$ cat src/rtl/regfile_2r1w_clr_if.sv
// Operand/write-back bus of the decode-stage register file.
//
// master : the pipeline side. Drives both read addresses, the write-back
//          triple (we, wr_addr, wr_data) and the clr_req pulse. Receives the
//          read data, busy and wr_drop.
// slave  : the register file. The directions of the master side are reversed.
interface regfile_2r1w_clr_if #(
  parameter int DATA_W = 32,
  parameter int ADDR_W = 5
) ();
  logic [ADDR_W-1:0] rs_addr;
  logic [ADDR_W-1:0] rt_addr;
  logic [DATA_W-1:0] rs_data;
  logic [DATA_W-1:0] rt_data;
  logic              we;
  logic [ADDR_W-1:0] wr_addr;
  logic [DATA_W-1:0] wr_data;
  logic              clr_req;
  logic              busy;
  logic              wr_drop;

  modport master (
    output rs_addr, rt_addr, we, wr_addr, wr_data, clr_req,
    input  rs_data, rt_data, busy, wr_drop
  );

  modport slave (
    input  rs_addr, rt_addr, we, wr_addr, wr_data, clr_req,
    output rs_data, rt_data, busy, wr_drop
  );
endinterface

$ cat src/rtl/regfile_2r1w_clr.sv
// Decode-stage register file.
// - Two combinational read ports (Rs/Rt) with write-to-read bypass.
// - One clocked write port.
// - An optional hardwired zero register.
// - A sequenced bulk clear that sweeps one register per cycle.
//
// Ports:
//   clk   : rising-edge clock.
//   rst_n : asynchronous, active-low reset. It re-initialises every register
//           and aborts any clear in progress.
//   bus   : regfile_2r1w_clr_if.slave. It carries:
//           - rs_addr/rt_addr -> rs_data/rt_data (combinational reads);
//           - we/wr_addr/wr_data (write-back);
//           - clr_req (starts a clear);
//           - busy (clear in progress, registered);
//           - wr_drop (registered; high for one cycle after a write was
//             discarded by a clear).
module regfile_2r1w_clr #(
  parameter int DATA_W    = 32,
  parameter int ADDR_W    = 5,
  parameter int ZERO_REG  = 1,
  parameter int INIT_MODE = 0
) (
  input  logic                clk,
  input  logic                rst_n,
  regfile_2r1w_clr_if.slave   bus
);

  localparam int                DEPTH    = 1 << ADDR_W;
  localparam logic [ADDR_W-1:0] LAST_IDX = '1;

  typedef enum logic {IDLE, CLEAR} stateT;

  stateT             stateReg, stateNext;
  logic [ADDR_W-1:0] clrCntReg, clrCntNext;
  logic              wrDropReg, wrDropNext;
  logic [DATA_W-1:0] regArray [DEPTH];

  logic busy;
  logic wrToZero;
  logic wrEn;
  logic rsHit;
  logic rtHit;

  // Value held by register idx after reset or after a clear.
  function automatic logic [DATA_W-1:0] initVal(input logic [ADDR_W-1:0] idx);
    if (INIT_MODE != 0) initVal = DATA_W'(idx);
    else                initVal = '0;
  endfunction

  assign busy     = (stateReg == CLEAR);
  assign wrToZero = (ZERO_REG != 0) && (bus.wr_addr == '0);
  // A clear owns the array. Writes arriving during a clear are discarded and
  // never bypassed.
  assign wrEn     = bus.we & ~busy & ~wrToZero;

  // Control state
  always_ff @(posedge clk or negedge rst_n) begin
    if (!rst_n) begin
      stateReg  <= IDLE;
      clrCntReg <= '0;
      wrDropReg <= 1'b0;
    end else begin
      stateReg  <= stateNext;
      clrCntReg <= clrCntNext;
      wrDropReg <= wrDropNext;
    end
  end

  always_comb begin
    stateNext  = stateReg;
    clrCntNext = clrCntReg;
    wrDropNext = bus.we & busy;
    case (stateReg)
      IDLE: begin
        if (bus.clr_req) begin
          stateNext  = CLEAR;
          clrCntNext = '0;
        end
      end
      CLEAR: begin
        // Compare against all-ones, so the sweep covers each index exactly once.
        clrCntNext = clrCntReg + ADDR_W'(1);
        if (clrCntReg == LAST_IDX) stateNext = IDLE;
      end
      default: stateNext = IDLE;
    endcase
  end

  // Storage. The asynchronous reset has to re-initialise every entry at once,
  // so the array is built from flops rather than from RAM.
  // With ZERO_REG, entry 0 starts at 0 in both init modes. It never takes a
  // write, and a clear also loads it with 0, so it stays 0 without any
  // special read path.
  always_ff @(posedge clk or negedge rst_n) begin
    if (!rst_n) begin
      for (int i = 0; i < DEPTH; i++) regArray[i] <= initVal(ADDR_W'(i));
    end else begin
      if (wrEn) regArray[bus.wr_addr] <= bus.wr_data;
      if (busy) regArray[clrCntReg]   <= initVal(clrCntReg);
    end
  end

  // Read ports with same-cycle bypass of the write-back data
  assign rsHit = wrEn && (bus.wr_addr == bus.rs_addr);
  assign rtHit = wrEn && (bus.wr_addr == bus.rt_addr);

  assign bus.rs_data = rsHit ? bus.wr_data : regArray[bus.rs_addr];
  assign bus.rt_data = rtHit ? bus.wr_data : regArray[bus.rt_addr];
  assign bus.busy    = busy;
  assign bus.wr_drop = wrDropReg;

endmodule

$ cat src/flat_wrapper.sv
// flat-port wrapper written by rule: the top's interface ports become plain ports
module regfile_2r1w_clr_flat 
#(
  parameter int DATA_W    = 32,
  parameter int ADDR_W    = 5,
  parameter int ZERO_REG  = 1,
  parameter int INIT_MODE = 0
)
  (clk, rst_n, bus_rs_addr, bus_rt_addr, bus_we, bus_wr_addr, bus_wr_data, bus_clr_req, bus_rs_data, bus_rt_data, bus_busy, bus_wr_drop);
  regfile_2r1w_clr_if #(.DATA_W(DATA_W), .ADDR_W(ADDR_W)) bus_i ();
  input  logic clk;
  input  logic rst_n;
  input wire logic [$bits(bus_i.rs_addr)-1:0] bus_rs_addr;
  input wire logic [$bits(bus_i.rt_addr)-1:0] bus_rt_addr;
  input wire logic [$bits(bus_i.we)-1:0] bus_we;
  input wire logic [$bits(bus_i.wr_addr)-1:0] bus_wr_addr;
  input wire logic [$bits(bus_i.wr_data)-1:0] bus_wr_data;
  input wire logic [$bits(bus_i.clr_req)-1:0] bus_clr_req;
  output wire logic [$bits(bus_i.rs_data)-1:0] bus_rs_data;
  output wire logic [$bits(bus_i.rt_data)-1:0] bus_rt_data;
  output wire logic [$bits(bus_i.busy)-1:0] bus_busy;
  output wire logic [$bits(bus_i.wr_drop)-1:0] bus_wr_drop;
  assign bus_i.rs_addr = bus_rs_addr;
  assign bus_i.rt_addr = bus_rt_addr;
  assign bus_i.we = bus_we;
  assign bus_i.wr_addr = bus_wr_addr;
  assign bus_i.wr_data = bus_wr_data;
  assign bus_i.clr_req = bus_clr_req;
  assign bus_rs_data = bus_i.rs_data;
  assign bus_rt_data = bus_i.rt_data;
  assign bus_busy = bus_i.busy;
  assign bus_wr_drop = bus_i.wr_drop;
  regfile_2r1w_clr #(.DATA_W(DATA_W), .ADDR_W(ADDR_W), .ZERO_REG(ZERO_REG), .INIT_MODE(INIT_MODE)) u_core (.clk(clk), .rst_n(rst_n), .bus(bus_i));
endmodule
$ cat config.mk
export PLATFORM = sky130hd
export DESIGN_NAME = regfile_2r1w_clr_flat
export DESIGN_NICKNAME = d
export VERILOG_FILES = /design/src/rtl/regfile_2r1w_clr_if.sv /design/src/rtl/regfile_2r1w_clr.sv /design/src/flat_wrapper.sv
export SDC_FILE = /design/constraint.sdc
export NUM_CORES = 2
export LEC_CHECK = 0
export BUFFER_PORTS_ARGS = -buffer_cell sky130_fd_sc_hd__buf_2
export CORE_AREA = 2 2 380 382
export CTS_CLUSTER_SIZE = 25
export DETAILED_ROUTE_END_ITERATION = 8
export DIE_AREA = 0 0 382 384
export GPL_ROUTABILITY_DRIVEN = 0
export SLEW_MARGIN = 10
export SYNTH_ARGS = -nofsm -noshare
export SYNTH_HDL_FRONTEND = slang
export SYNTH_SLANG_ARGS = --single-unit
export TNS_END_PERCENT = 30
$ cat constraint.sdc
create_clock -name clk -period 4.3 [get_ports clk]
set_input_delay 0 -clock clk [delete_from_list [all_inputs] [get_ports clk]]
set_output_delay 0 -clock clk [all_outputs]
set_load 0.05 [all_outputs]
==> impl_results.md <==
* Run status: complete, no violations
* Initial DRC Count at 6961
* Die width at 382 um
* Tot GR Track Use at 30.54%
* Worst setup endpoint: bus_rs_data[30]
* Register area share after synthesis at 45.51%
* Actual slew at the worst max-slew pin at 1338 ps
* Final period utilization at 85.70%
* Core area at 0.1428 sq mm
* CP cell instances: nand2b_1 -> a21oi_1 -> nand4_1 -> and4_1 -> a211oi_1 -> buf_2
* Share of cells above drive strength 1 at 19.74%
* Final setup fails at 0
* DR pass1 iterations at 7
* Worst VDD drop at 310.2 uV
* LEAKAGE at 0.02576 uW
* Clock share of power at 38.5%
* DRC at 0
* Die ar. at 0.1467 sq mm
* Worst-case reg-to-reg path depth at 5
* Slew Viols, Final at 0
* Worst r2r dst: u_core.regArray[357]
* Power density over cell area at 411.0 mW/mm^2
* First-pass GRT wire length at 329.4 mm
* HPWL after detailed placement at 140.5 mm
* # rows at 139
* RSZ-0062 raised after global routing: false
* ANT nets after route at 0
* Antenna violations before repair at 16
* Total grt overflow at 0
* Post-synth top flop: dfrtp_1
* Vias at 48220
* FF+latch count, synth at 1031
* Max cap viols at 0
* Worst Clk Skew at 33.58 ps
* Post-CTS sizing at 0
* Routed vias/inst at 6.334
* Clock sink count at 1031
* Routed WL at 226.7 mm
* CTS buffer count at 111
* Root buffer cell: clkbuf_16
* Clock-pin slew on the worst setup and hold paths at 70 ps
* Synth Net Count at 5832
* FF+latch area at 0.02580 sq mm
* Sw frac at 31.27%
* WL per Instance at 29.78 um
* Hold path startpoint: bus_wr_addr[0]
* Period minus WS final at 3685 ps
* Max_slew headroom at 10.58%
* Post-synth EDFFs at 0
* Combinational power share at 18.8%
* Hold slack at 76.03 ps
* Worst Path Buf+Inv at 1
* Startpoint Class: register
* Final Hold Viols at 0
* FFs w/ async S/R, synth at 100.0%
* Avg Inst Size Synth at 9.815 sq um
* Clk Latency, worst-skew pair at 760 ps
* Critical path's top delay family: simple AND/OR/NAND/NOR gates
* Largest net degree at the start of global routing at 115
* RR Startpoint: u_core.bus.busy
* Synth Cell Area at 0.05669 sq mm
* Area of the multi-input gates at 0.02851 sq mm
* Fin nets at 5673
* Post-synthesis cell count at 5776
* Buffers on Ports at 116
* Origin of the worst setup path: u_core.bus.busy
* CP arrival at 3680 ps
* NetSw at 8127 uW
* CP required at 4300 ps
* Crit. End Element: output pin
* Critical-path maximum fanout at 23
* Worst hold path type: primary input to register
* Filler cells at 13220
* Initial core utilization at 39.70%
* Slowest Stage Delay on Critical Path at 670 ps
* Distinct cells, synth at 44
* Reg power frac at 42.7%
* Vias in the first global route at 46720
* Fin util at 44.28%
* Ys Warns at 0
* Setup TNS at 0 ps
* Die height at 384 um
* Finished Layout Cells at 7613
* Io pins at 117
* CTS tree: yes
* Cell Int Power at 17860 uW
* Synthesis-to-finish area growth at 11.52%
* Fmax at 0.2714 GHz
* Power Total at 25990 uW
* Placed cell count at 7370
* Worst R2R Setup Slack at 970 ps
* Crit-path slowest cell: nand4_1
* Critical path depth in cells at 6
* Max clock buf depth at 3
* H-tree lvl count at 3
* CP Class: register to output pin
cells in the mapped netlist, drive strengths merged, types with 3 or more instances:
library cell     n  area, sq um
mux2i           12        120.1
nand3           23        115.1
a21oi          995         4980
nor2            61        229.0
clkbuf         380         1428
dfrtp         1031        25800
nor4            62        387.9
nand3b           9        67.56
mux4           508        11440
o22ai          248         1551
ha               5        62.56
buf            236         1410
nand2         2026         7605
nor3            10        50.05
xnor2            4        35.03
and2            41        256.5
nor2b            9        56.30
inv              3        11.26
nand2b          10        62.56
and3             7        43.79
xor2             6        52.55
or3              3        18.77
nand4            3        18.77
mux2            64        720.7
power by group through the flow:
stage / Sequential, uW / Clock (uW) / Combinational (uW)
floorplan: 11000 / 0 / 2980
global placement: 11200 / 0 / 4680
detailed placement: 11200 / 0 / 4740
CTS: 11100 / 10100 / 4780
global route: 11200 / 10400 / 5110
finish: 11100 / 10000 / 4890
metal layers:
metal / vias up / global-route usage [%] / wire [um]
li1: 19940 / - / -
met1: 24430 / 40.31 / 84910
met2: 3202 / 45.93 / 100900
met3: 626 / 10.61 / 30670
met4: 20 / 12.63 / 10190
met5: - / 0 / 124
flip-flops by register name (all words and copies together), names as in the netlist:
register / cells
u_core.bus.busy: 1
u_core.bus.wr_drop: 1
u_core.clrCntReg: 5
u_core.regArray: 1024
worst register-to-register path, delay by kind of cell (launching register included):
kind            cells  cell delay (ps)
compound gates      1              170
flops               1              610
simple gates        4             2470
cells in the final DEF, fill, tap and decap left out, types with 12 or more instances in the layout:
| cell type | instances |
|---|---|
| dfrtp_1 | 1031 |
| nor2_4 | 47 |
| nand3_2 | 15 |
| clkbuf_8 | 37 |
| clkbuf_1 | 29 |
| mux4_2 | 507 |
| buf_12 | 26 |
| buf_2 | 111 |
| a21oi_1 | 995 |
| mux2_2 | 64 |
| nor2_1 | 14 |
| clkbuf_16 | 112 |
| nor4_1 | 61 |
| clkinv_2 | 14 |
| mux2i_1 | 12 |
| nand2_1 | 2025 |
| o22ai_1 | 248 |
| and2_1 | 40 |
| buf_4 | 165 |
| dlygate4sd3_1 | 37 |
cell families after synthesis:
logic type               after synthesis  share of synthesized area [%]
AO/OA/AOI/OAI                       1254                          11.67
buffers and inverters                619                          5.025
XOR/XNOR                              10                         0.1545
multiplexers                         584                          21.67
AND/OR/NAND/NOR                     2273                          15.86
flip-flops                          1031                          45.51
adder cells (fa/ha/maj)                5                         0.1104
how the worst min path moves through the flow:
stage / endpoint / slack (ps) / cells after the start
after floorplan: u_core.bus.busy / -300 / 0
after global placement: u_core.regArray[907] / 150 / 1
after detailed placement: u_core.regArray[907] / 160 / 1
after CTS: u_core.regArray[255] / 20 / 5
after global routing: u_core.regArray[255] / 90 / 5
final: u_core.regArray[254] / 80 / 5
through the flow:
step | instance area [sq um] | setup slack [ps]
floorplan | 56690 | 1510
global placement | 59080 | 1093
detailed placement | 59080 | 1114
CTS | 63210 | 653.6
global route | 63220 | 494.7
finish | 63220 | 615.0
repair_timing:
item                      4_1_cts  5_1_grt
hold endpoints to repair     1055        0
setup buffers                   0        0
hold buffers                   37        0
final cells by class:
type | count | share of cell area, %
multi-input cells | 4126 | 45.09
flip-flops and latches | 1031 | 40.81
clock buffers | 178 | 5.411
repair buffers | 344 | 4.366
well taps | 1903 | 3.766
clock inverters | 26 | 0.5324
inverters | 3 | 0.01781
diodes | 2 | 0.007916
No activity file was read; power rests on OpenSTA's default activity.
